**config.mk**
```make
export PLATFORM = sky130hd
export DESIGN_NAME = serial_subtractor
export DESIGN_NICKNAME = d
export VERILOG_FILES = /design/src/rtl/serial_subtractor.sv
export SDC_FILE = /design/constraint.sdc
export NUM_CORES = 1
export LEC_CHECK = 0
export CAP_MARGIN = 20
export CORE_MARGIN = 2
export CORE_UTILIZATION = 50
export CTS_BUF_LIST = sky130_fd_sc_hd__clkbuf_4 sky130_fd_sc_hd__clkbuf_8 sky130_fd_sc_hd__clkbuf_16
export DETAILED_ROUTE_END_ITERATION = 10
export PLACE_DENSITY = 0.77
export SLEW_MARGIN = 20
export SYNTH_ARGS = -nofsm -noshare
export SYNTH_HDL_FRONTEND = slang
export SYNTH_SLANG_ARGS = --single-unit
```
**constraint.sdc**
```tcl
create_clock -name clk -period 6.9 [get_ports clk]
set_clock_uncertainty 0.15 [all_clocks]
set_input_delay 1.035 -clock clk [delete_from_list [all_inputs] [get_ports clk]]
set_output_delay 1.035 -clock clk [all_outputs]
set_load 0.05 [all_outputs]
```
**src/rtl/serial_subtractor.sv**
```systemverilog
// Digit-serial signed two's-complement subtractor, result = A - B.
// Processes DIGIT_WIDTH bits per clock; flags signed overflow.
module serial_subtractor #(
  parameter int DATA_WIDTH  = 16,
  parameter int DIGIT_WIDTH = 4
) (
  input  logic                  clk,
  input  logic                  rst,
  input  logic                  in_valid,
  output logic                  in_ready,
  input  logic [DATA_WIDTH-1:0] A,
  input  logic [DATA_WIDTH-1:0] B,
  output logic                  out_valid,
  input  logic                  out_ready,
  output logic [DATA_WIDTH-1:0] result,
  output logic                  overflow
);

  localparam int N     = DATA_WIDTH / DIGIT_WIDTH;
  localparam int CNT_W = (N > 1) ? $clog2(N) : 1;
  localparam int MSB   = DATA_WIDTH - 1;
  localparam logic [CNT_W-1:0] CNT_LAST = CNT_W'(N - 1);

  if ((DIGIT_WIDTH < 1) || ((DATA_WIDTH % DIGIT_WIDTH) != 0)) begin : g_bad_digit
    $error("serial_subtractor: DIGIT_WIDTH must divide DATA_WIDTH");
  end

  typedef enum logic [1:0] {
    IDLE,
    BUSY,
    DONE
  } state_e;

  state_e                  state_q, state_d;
  logic [CNT_W-1:0]        cnt_q, cnt_d;
  logic                    carry_q, carry_d;
  logic [DATA_WIDTH-1:0]   a_sh_q, a_sh_d;
  logic [DATA_WIDTH-1:0]   b_sh_q, b_sh_d;
  logic [DATA_WIDTH-1:0]   res_sh_q, res_sh_d;
  logic                    sign_a_q, sign_a_d;
  logic                    sign_b_q, sign_b_d;
  logic [DATA_WIDTH-1:0]   result_q, result_d;
  logic                    overflow_q, overflow_d;

  logic [DIGIT_WIDTH:0]    sum;
  logic [DATA_WIDTH-1:0]   res_next;
  logic                    ovf_next;

  // One digit of A + ~B + carry; low bits are the result digit
  always_comb begin
    sum = {1'b0, a_sh_q[DIGIT_WIDTH-1:0]}
        + {1'b0, b_sh_q[DIGIT_WIDTH-1:0]}
        + (DIGIT_WIDTH+1)'(carry_q);
  end

  if (N == 1) begin : g_one_digit
    // Whole word in one step: the digit is the result
    always_comb res_next = sum[DIGIT_WIDTH-1:0];
  end else begin : g_multi_digit
    // New digit enters the result shifter from the top
    always_comb begin
      res_next = {sum[DIGIT_WIDTH-1:0],
                  res_sh_q[DATA_WIDTH-1:DIGIT_WIDTH]};
    end
  end

  // Signed overflow: operand signs differ and result sign leaves A's
  always_comb begin
    ovf_next = (sign_a_q != sign_b_q) && (res_next[MSB] != sign_a_q);
  end

  // Next-state and datapath update for IDLE / BUSY / DONE
  always_comb begin
    state_d    = state_q;
    cnt_d      = cnt_q;
    carry_d    = carry_q;
    a_sh_d     = a_sh_q;
    b_sh_d     = b_sh_q;
    res_sh_d   = res_sh_q;
    sign_a_d   = sign_a_q;
    sign_b_d   = sign_b_q;
    result_d   = result_q;
    overflow_d = overflow_q;
    unique case (1'b1)
      (state_q == IDLE): begin
        if (in_valid) begin
          a_sh_d   = A;
          b_sh_d   = ~B;
          carry_d  = 1'b1;
          cnt_d    = '0;
          sign_a_d = A[MSB];
          sign_b_d = B[MSB];
          state_d  = BUSY;
        end
      end
      (state_q == BUSY): begin
        carry_d  = sum[DIGIT_WIDTH];
        a_sh_d   = a_sh_q >> DIGIT_WIDTH;
        b_sh_d   = b_sh_q >> DIGIT_WIDTH;
        res_sh_d = res_next;
        cnt_d    = cnt_q + CNT_W'(1);
        if (cnt_q == CNT_LAST) begin
          cnt_d      = '0;
          result_d   = res_next;
          overflow_d = ovf_next;
          state_d    = DONE;
        end
      end
      (state_q == DONE): begin
        if (out_ready) begin
          state_d = IDLE;
        end
      end
      default: begin
        state_d = IDLE;
      end
    endcase
  end

  // State and datapath registers; reset aborts any operation
  always_ff @(posedge clk or posedge rst) begin
    if (rst) begin
      state_q    <= IDLE;
      cnt_q      <= '0;
      carry_q    <= 1'b0;
      a_sh_q     <= '0;
      b_sh_q     <= '0;
      res_sh_q   <= '0;
      sign_a_q   <= 1'b0;
      sign_b_q   <= 1'b0;
      result_q   <= '0;
      overflow_q <= 1'b0;
    end else begin
      state_q    <= state_d;
      cnt_q      <= cnt_d;
      carry_q    <= carry_d;
      a_sh_q     <= a_sh_d;
      b_sh_q     <= b_sh_d;
      res_sh_q   <= res_sh_d;
      sign_a_q   <= sign_a_d;
      sign_b_q   <= sign_b_d;
      result_q   <= result_d;
      overflow_q <= overflow_d;
    end
  end

  assign in_ready  = (state_q == IDLE);
  assign out_valid = (state_q == DONE);
  assign result    = result_q;
  assign overflow  = overflow_q;

endmodule

```
==> out/results.ini, run 1 <==
[cts]
cts_buffers = 9
clk_path_buf_depth = 2
clkTransAtPathRegs_ns = 0.06
cts_hold_buffers = 0
insertion_delay_ns = 0.34
cts_sinks = 68
cts_tree = built
ctsRootBufferMaster = clkbuf_8
cts_resized = 0
h-tree-depth = 3
post_cts_buffers = 0

[critical_path]
crit_buf_inv = 1
cp.required_ns = 5.71
cp_top_family = buffers and inverters
crit_chain = nor2_1 > clkdlybuf4s50_1
crit_cells = 2
critical_path_class = reg2out
endpoint_kind = output port
critPathSlowestCell = clkdlybuf4s50_1
cp_data_arrival_time_ns = 1.84
critPathMaxFanout = 5
startpoint_type = flop
cpPeakStageDelay_ns = 0.84
rr_worst_depth = 4

[route]
vias = 2208
routed_via_density = 5.220
drc = 0
drtAntennaViolNets = 0
drt_iter0_drc = 113
detail_route.wl_per_cell_um = 13.18
first_pass_iters = 4
totalWireLength_um = 5575

[power_and_ir_drop]
p_int_mw = 1.119
power_frac_clock = 0.166
power_density_mw_per_mm2 = 526.7
ir_drop_uv = 298.6
p_comb_frac = 0.468
p_seq_frac = 0.366
power_leakage_nw = 1.716
switching_share = 0.4224
power_mw = 1.938
p_switching_mw = 0.8185

[timing]
finalSetupViolCount = 0
fin_ws_ns = 3.876
worstMarginPinSlew_ns = 1.052
hold_violations = 0
fmax_mhz = 330.7
slew_viol_final = 0
fin_setup_tns_ns = 0
relSlewSlack = 0.2985
fin_crit_ns = 3.024
hold_ws_ns = 0.3329
rsz0062_at_grt = false
post-route-period-util = 0.4382

[placement]
place_hpwl_um = 3680
dp_cells = 408
finalWeightedCongestion = 0.7733
place_ws_ns = 3.955
portBuffers = 54
place_area_mm2 = 0.003478

[yosys]
synth_area_mm2 = 0.002945
syn_inst = 300
ys_seq_area_frac = 0.5777
ys_ff_latch = 68
synth.distinct_cells = 28
synth.avg_cell_area_um2 = 9.818
synthesis.nets = 342
synth-warning-count = 0

[layout]
fin_area_mm2 = 0.003679
utilization = 0.6560
layout-drive-gt1-share = 0.09687
layout.cells.non_filler = 423
syn2layout_area_growth_pct = 24.89
diodes = 0
n_fill_cell = 498
final_nets = 389

[floorplan]
core_area_mm2 = 0.005608
num_rows = 27
ios = 55
dieArea_mm2 = 0.006521
initial_core_util = 0.5252
die_y_um = 80.75
die_x_um = 80.75

[global_routing]
grt_use_total = 0.1981
antenna_found_initial = 0
grt_pass1_vias = 2155
gr-total-overflow = 0
grt_pass1_wl_um = 9673
grt_max_degree = 69

[outcome]
status = completed

[min_path]
hold_depth = 2
min_path_type = reg2reg

[flow_run]
maxCapViolations = 0

[sequential cells by signal (all words and copies together) (netlist names)]
register,flops
res_sh_q,12
cnt_q,2
carry_q,1
sign_b_q,1
overflow,1
state_q,2
sign_a_q,1
a_sh_q,16
result,16
b_sh_q,16
[synth_stat cells (all sizes together)]
cell type / instances / area [um^2]
a21oi: 6 / 30.03
or3: 1 / 6.260
mux2: 14 / 157.7
and2: 1 / 6.260
nand2b: 2 / 12.51
nand2: 77 / 289.0
dfrtp: 68 / 1702
xnor2: 2 / 17.52
buf: 14 / 95.09
a21o: 1 / 7.510
fa: 2 / 40.04
clkbuf: 6 / 22.52
a31oi: 12 / 75.07
and3: 1 / 6.260
nand3: 11 / 55.05
nor3: 1 / 5.000
inv: 4 / 15.01
o31ai: 1 / 7.510
a211o: 1 / 8.760
or3b: 1 / 8.760
nor2b: 1 / 6.260
o2111a: 1 / 11.26
ha: 4 / 50.05
a211oi: 9 / 67.56
o21ai: 17 / 85.08
nor2: 42 / 157.7
[cell usage in the layout, fill, tap and decap left out, drive strengths merged, types with 2 or more instances in the layout]
cell type,synthesis,layout
nand2,77,77
dfrtp,68,68
clkdlybuf4s50,0,54
nor2,42,42
o21ai,17,17
mux2,14,14
clkbuf,6,13
a31oi,12,12
nand3,11,11
a211oi,9,9
a21oi,6,6
ha,4,4
inv,4,4
xnor2,2,2
fa,2,2
buf,14,2
nand2b,2,2
[cell type report]
cell class / count / area [um^2] / share of cell area
flip-flops and latches: 68 / 1702 / 0.4626
multi-input cells: 208 / 1121 / 0.3048
repair buffers: 56 / 555.5 / 0.1510
clock buffers: 13 / 160.2 / 0.04354
well taps: 72 / 90.09 / 0.02449
clock inverters: 2 / 35.03 / 0.009524
inverters: 4 / 15.01 / 0.004082
[final timing paths]
check                                        startpoint                       end  slack (ns)
worst max-delay path             state_q[1]$_DFFE_PP0P_                  in_ready        3.88
worst min register to register  res_sh_q[7]$_DFFE_PP0N_   res_sh_q[7]$_DFFE_PP0N_        0.33
max in group asynchronous                           rst     a_sh_q[4]$_DFFE_PP0P_        4.97
worst min-delay path            res_sh_q[7]$_DFFE_PP0N_   res_sh_q[7]$_DFFE_PP0N_        0.33
min in group asynchronous                           rst  res_sh_q[14]$_DFFE_PP0N_        1.10
worst max register to register   state_q[0]$_DFFE_PP0P_      overflow$_DFFE_PP0P_        4.43
[worst min-delay path, cell delays in order, from the launching register on]
cell and delay [ns]:
dfrtp_1 0.35, nand2_1 0.05, nand2_1 0.05
[metal layers]
layer,GRT usage,routed length [um]
met4,0.09661,111
met2,0.3100,2754
met5,0,0
met1,0.2584,2470
met3,0.05222,238
[cells by family (layout without fill, tap and decap cells)]
family,Yosys count,after routing,synth area share
adder cells (fa/ha/maj),6,6,0.03059
multiplexers,14,14,0.05353
flip-flops,68,68,0.5777
XOR/XNOR,2,2,0.005948
AND/OR/NAND/NOR,138,138,0.1878
buffers and inverters,24,75,0.04503
AO/OA/AOI/OAI,48,48,0.09940
[power by group through the flow]
stage	clock, mW	sequential, mW	combinational (mW)
2_1_floorplan	0	0.845	0.552
3_3_place_gp	0	0.710	0.879
3_5_place_dp	0	0.715	0.912
4_1_cts	0.331	0.710	0.915
5_1_grt	0.351	0.737	1.02
6_report	0.321	0.710	0.906
Note: power is estimated with default switching activity, not from simulation.
==> inputs of run 2 (changes only) <==
==> constraint.sdc (replaced) <==
create_clock -name clk -period 2.9 [get_ports clk]
set_clock_uncertainty 0.15 [all_clocks]
set_input_delay 0.435 -clock clk [delete_from_list [all_inputs] [get_ports clk]]
set_output_delay 0.435 -clock clk [all_outputs]
set_load 0.05 [all_outputs]
==> out/results.ini, run 2 (synthesis gave the netlist of run 1 again) <==
[timing]
relSlewSlack = 0.4253  ; +0.1268
fin_crit_ns = 2.447
fin_ws_ns = 0.4528  ; -3.424 ns
worstMarginPinSlew_ns = 0.8599  ; -0.1923 ns
hold_ws_ns = 0.3190  ; -0.01392 ns
fmax_mhz = 408.6
hold_violations = 0  ; unchanged
fin_setup_tns_ns = 0  ; unchanged
post-route-period-util = 0.8439
finalSetupViolCount = 0  ; unchanged
rsz0062_at_grt = false
slew_viol_final = 0  ; unchanged

[power_and_ir_drop]
power_mw = 4.729  ; +140%
power_leakage_nw = 1.735  ; +1.1%
power_density_mw_per_mm2 = 1268  ; +140%
ir_drop_uv = 609.8  ; +100%

[cts]
insertion_delay_ns = 0.34  ; about the same
clkTransAtPathRegs_ns = 0.07  ; about the same
cts_sinks = 68  ; unchanged
h-tree-depth = 3  ; unchanged
cts_tree = built
cts_hold_buffers = 0  ; unchanged
clk_path_buf_depth = 2  ; unchanged
cts_resized = 0  ; unchanged
cts_buffers = 9  ; unchanged
post_cts_buffers = 0  ; unchanged
ctsRootBufferMaster = clkbuf_8

[route]
first_pass_iters = 4  ; unchanged
detail_route.wl_per_cell_um = 13.48  ; +2.3%
drc = 0  ; unchanged
vias = 2206  ; -0.091%
routed_via_density = 5.191  ; -0.56%
drtAntennaViolNets = 0  ; unchanged
drt_iter0_drc = 129  ; +14%
totalWireLength_um = 5731  ; +2.8%

[global_routing]
grt_use_total = 0.1936  ; -0.004471
antenna_found_initial = 0  ; unchanged
grt_pass1_vias = 2133  ; -1.0%
grt_max_degree = 60  ; -13%
gr-total-overflow = 0  ; unchanged
grt_pass1_wl_um = 9611  ; -0.64%

[critical_path]
r2r_slack_ns = 0.88  ; -3.55 ns
cp.required_ns = 2.32  ; -3.39 ns
cp_data_arrival_time_ns = 1.86  ; +0.02 ns
startpoint_type = flop
endpoint_kind = output port
critical_path_class = reg2out
critPathMaxFanout = 5  ; unchanged

[layout]
syn2layout_area_growth_pct = 26.59
final_nets = 390  ; +0.26%
final_common_cell = nand2_1
multi_input_area_mm2 = 0.001121  ; unchanged
layout-drive-gt1-share = 0.1020  ; +0.005117
utilization = 0.6649  ; +0.008925
seqCellArea_mm2 = 0.001702  ; unchanged
fin_area_mm2 = 0.003729  ; +1.4%
layout.cells.non_filler = 425  ; +0.47%
n_fill_cell = 468  ; -6.0%
layout_common_cells = 77 x nand2_1, 68 x dfrtp_1, 54 x clkdlybuf4s50_1
diodes = 0  ; unchanged

[placement]
place_hpwl_um = 3687  ; +0.18%
place_area_mm2 = 0.003498  ; +0.58%
dp_cells = 409  ; +0.25%
portBuffers = 54  ; unchanged
place_ws_ns = 0.7379  ; -3.218 ns
finalWeightedCongestion = 0.7370  ; -4.7%

[floorplan]
dieArea_mm2 = 0.006521  ; unchanged
die_x_um = 80.75  ; unchanged
initial_core_util = 0.5252  ; unchanged
num_rows = 27  ; unchanged
core_area_mm2 = 0.005608  ; unchanged
die_y_um = 80.75  ; unchanged
ios = 55  ; unchanged

[outcome]
status = completed

[flow_run]
maxCapViolations = 0  ; unchanged

[min_path]
min_path_type = in2async

run 2: cell count changes in the layout (fill, tap and decap cells not counted), sizes merged:
cell and change:
clkinv +3, buf +1, bufinv +1, clkbuf -3
run 2: worst max-delay path, stage by stage (launching register included):
cell and delay (ns):
dfrtp_1 0.45, nor2_1 0.22, clkdlybuf4s50_1 0.85
run 2: cell type report:
class                   count  area share
flip-flops and latches     68      0.4564
well taps                  72     0.02416
repair buffers             57      0.1544
clock inverters             6     0.02349
multi-input cells         208      0.3007
clock buffers              10     0.03691
inverters                   4    0.004027
run 2: routing by layer:
layer	routed length (um)	part of all wire	GRT usage
met3	194	0.034	0.04000
met4	61	0.011	0.09322
met1	2708	0.47	0.2494
met5	0	0	0
met2	2767	0.48	0.3150
run 2: worst paths after layout:
check,startpoint,endpoint,cells past startpoint
max,state_q[0]$_DFFE_PP0P_,in_ready,2
min,rst,result[10]$_DFFE_PP0P_,2
max reg2reg,cnt_q[0]$_DFFE_PP0P_,overflow$_DFFE_PP0P_,4
min reg2reg,b_sh_q[15]$_DFFE_PP0P_,b_sh_q[11]$_DFFE_PP0P_,2
max in group asynchronous,rst,b_sh_q[5]$_DFFE_PP0P_,3
min in group clk,b_sh_q[15]$_DFFE_PP0P_,b_sh_q[11]$_DFFE_PP0P_,2
run 2: power by group:
group | switching [mW] | total, mW | internal, mW
Clock | 0.355 | 0.862 | 0.507
Combinational | 1.36 | 2.17 | 0.817
Sequential | 0.284 | 1.69 | 1.41
Total | 2.00 | 4.73 | 2.73
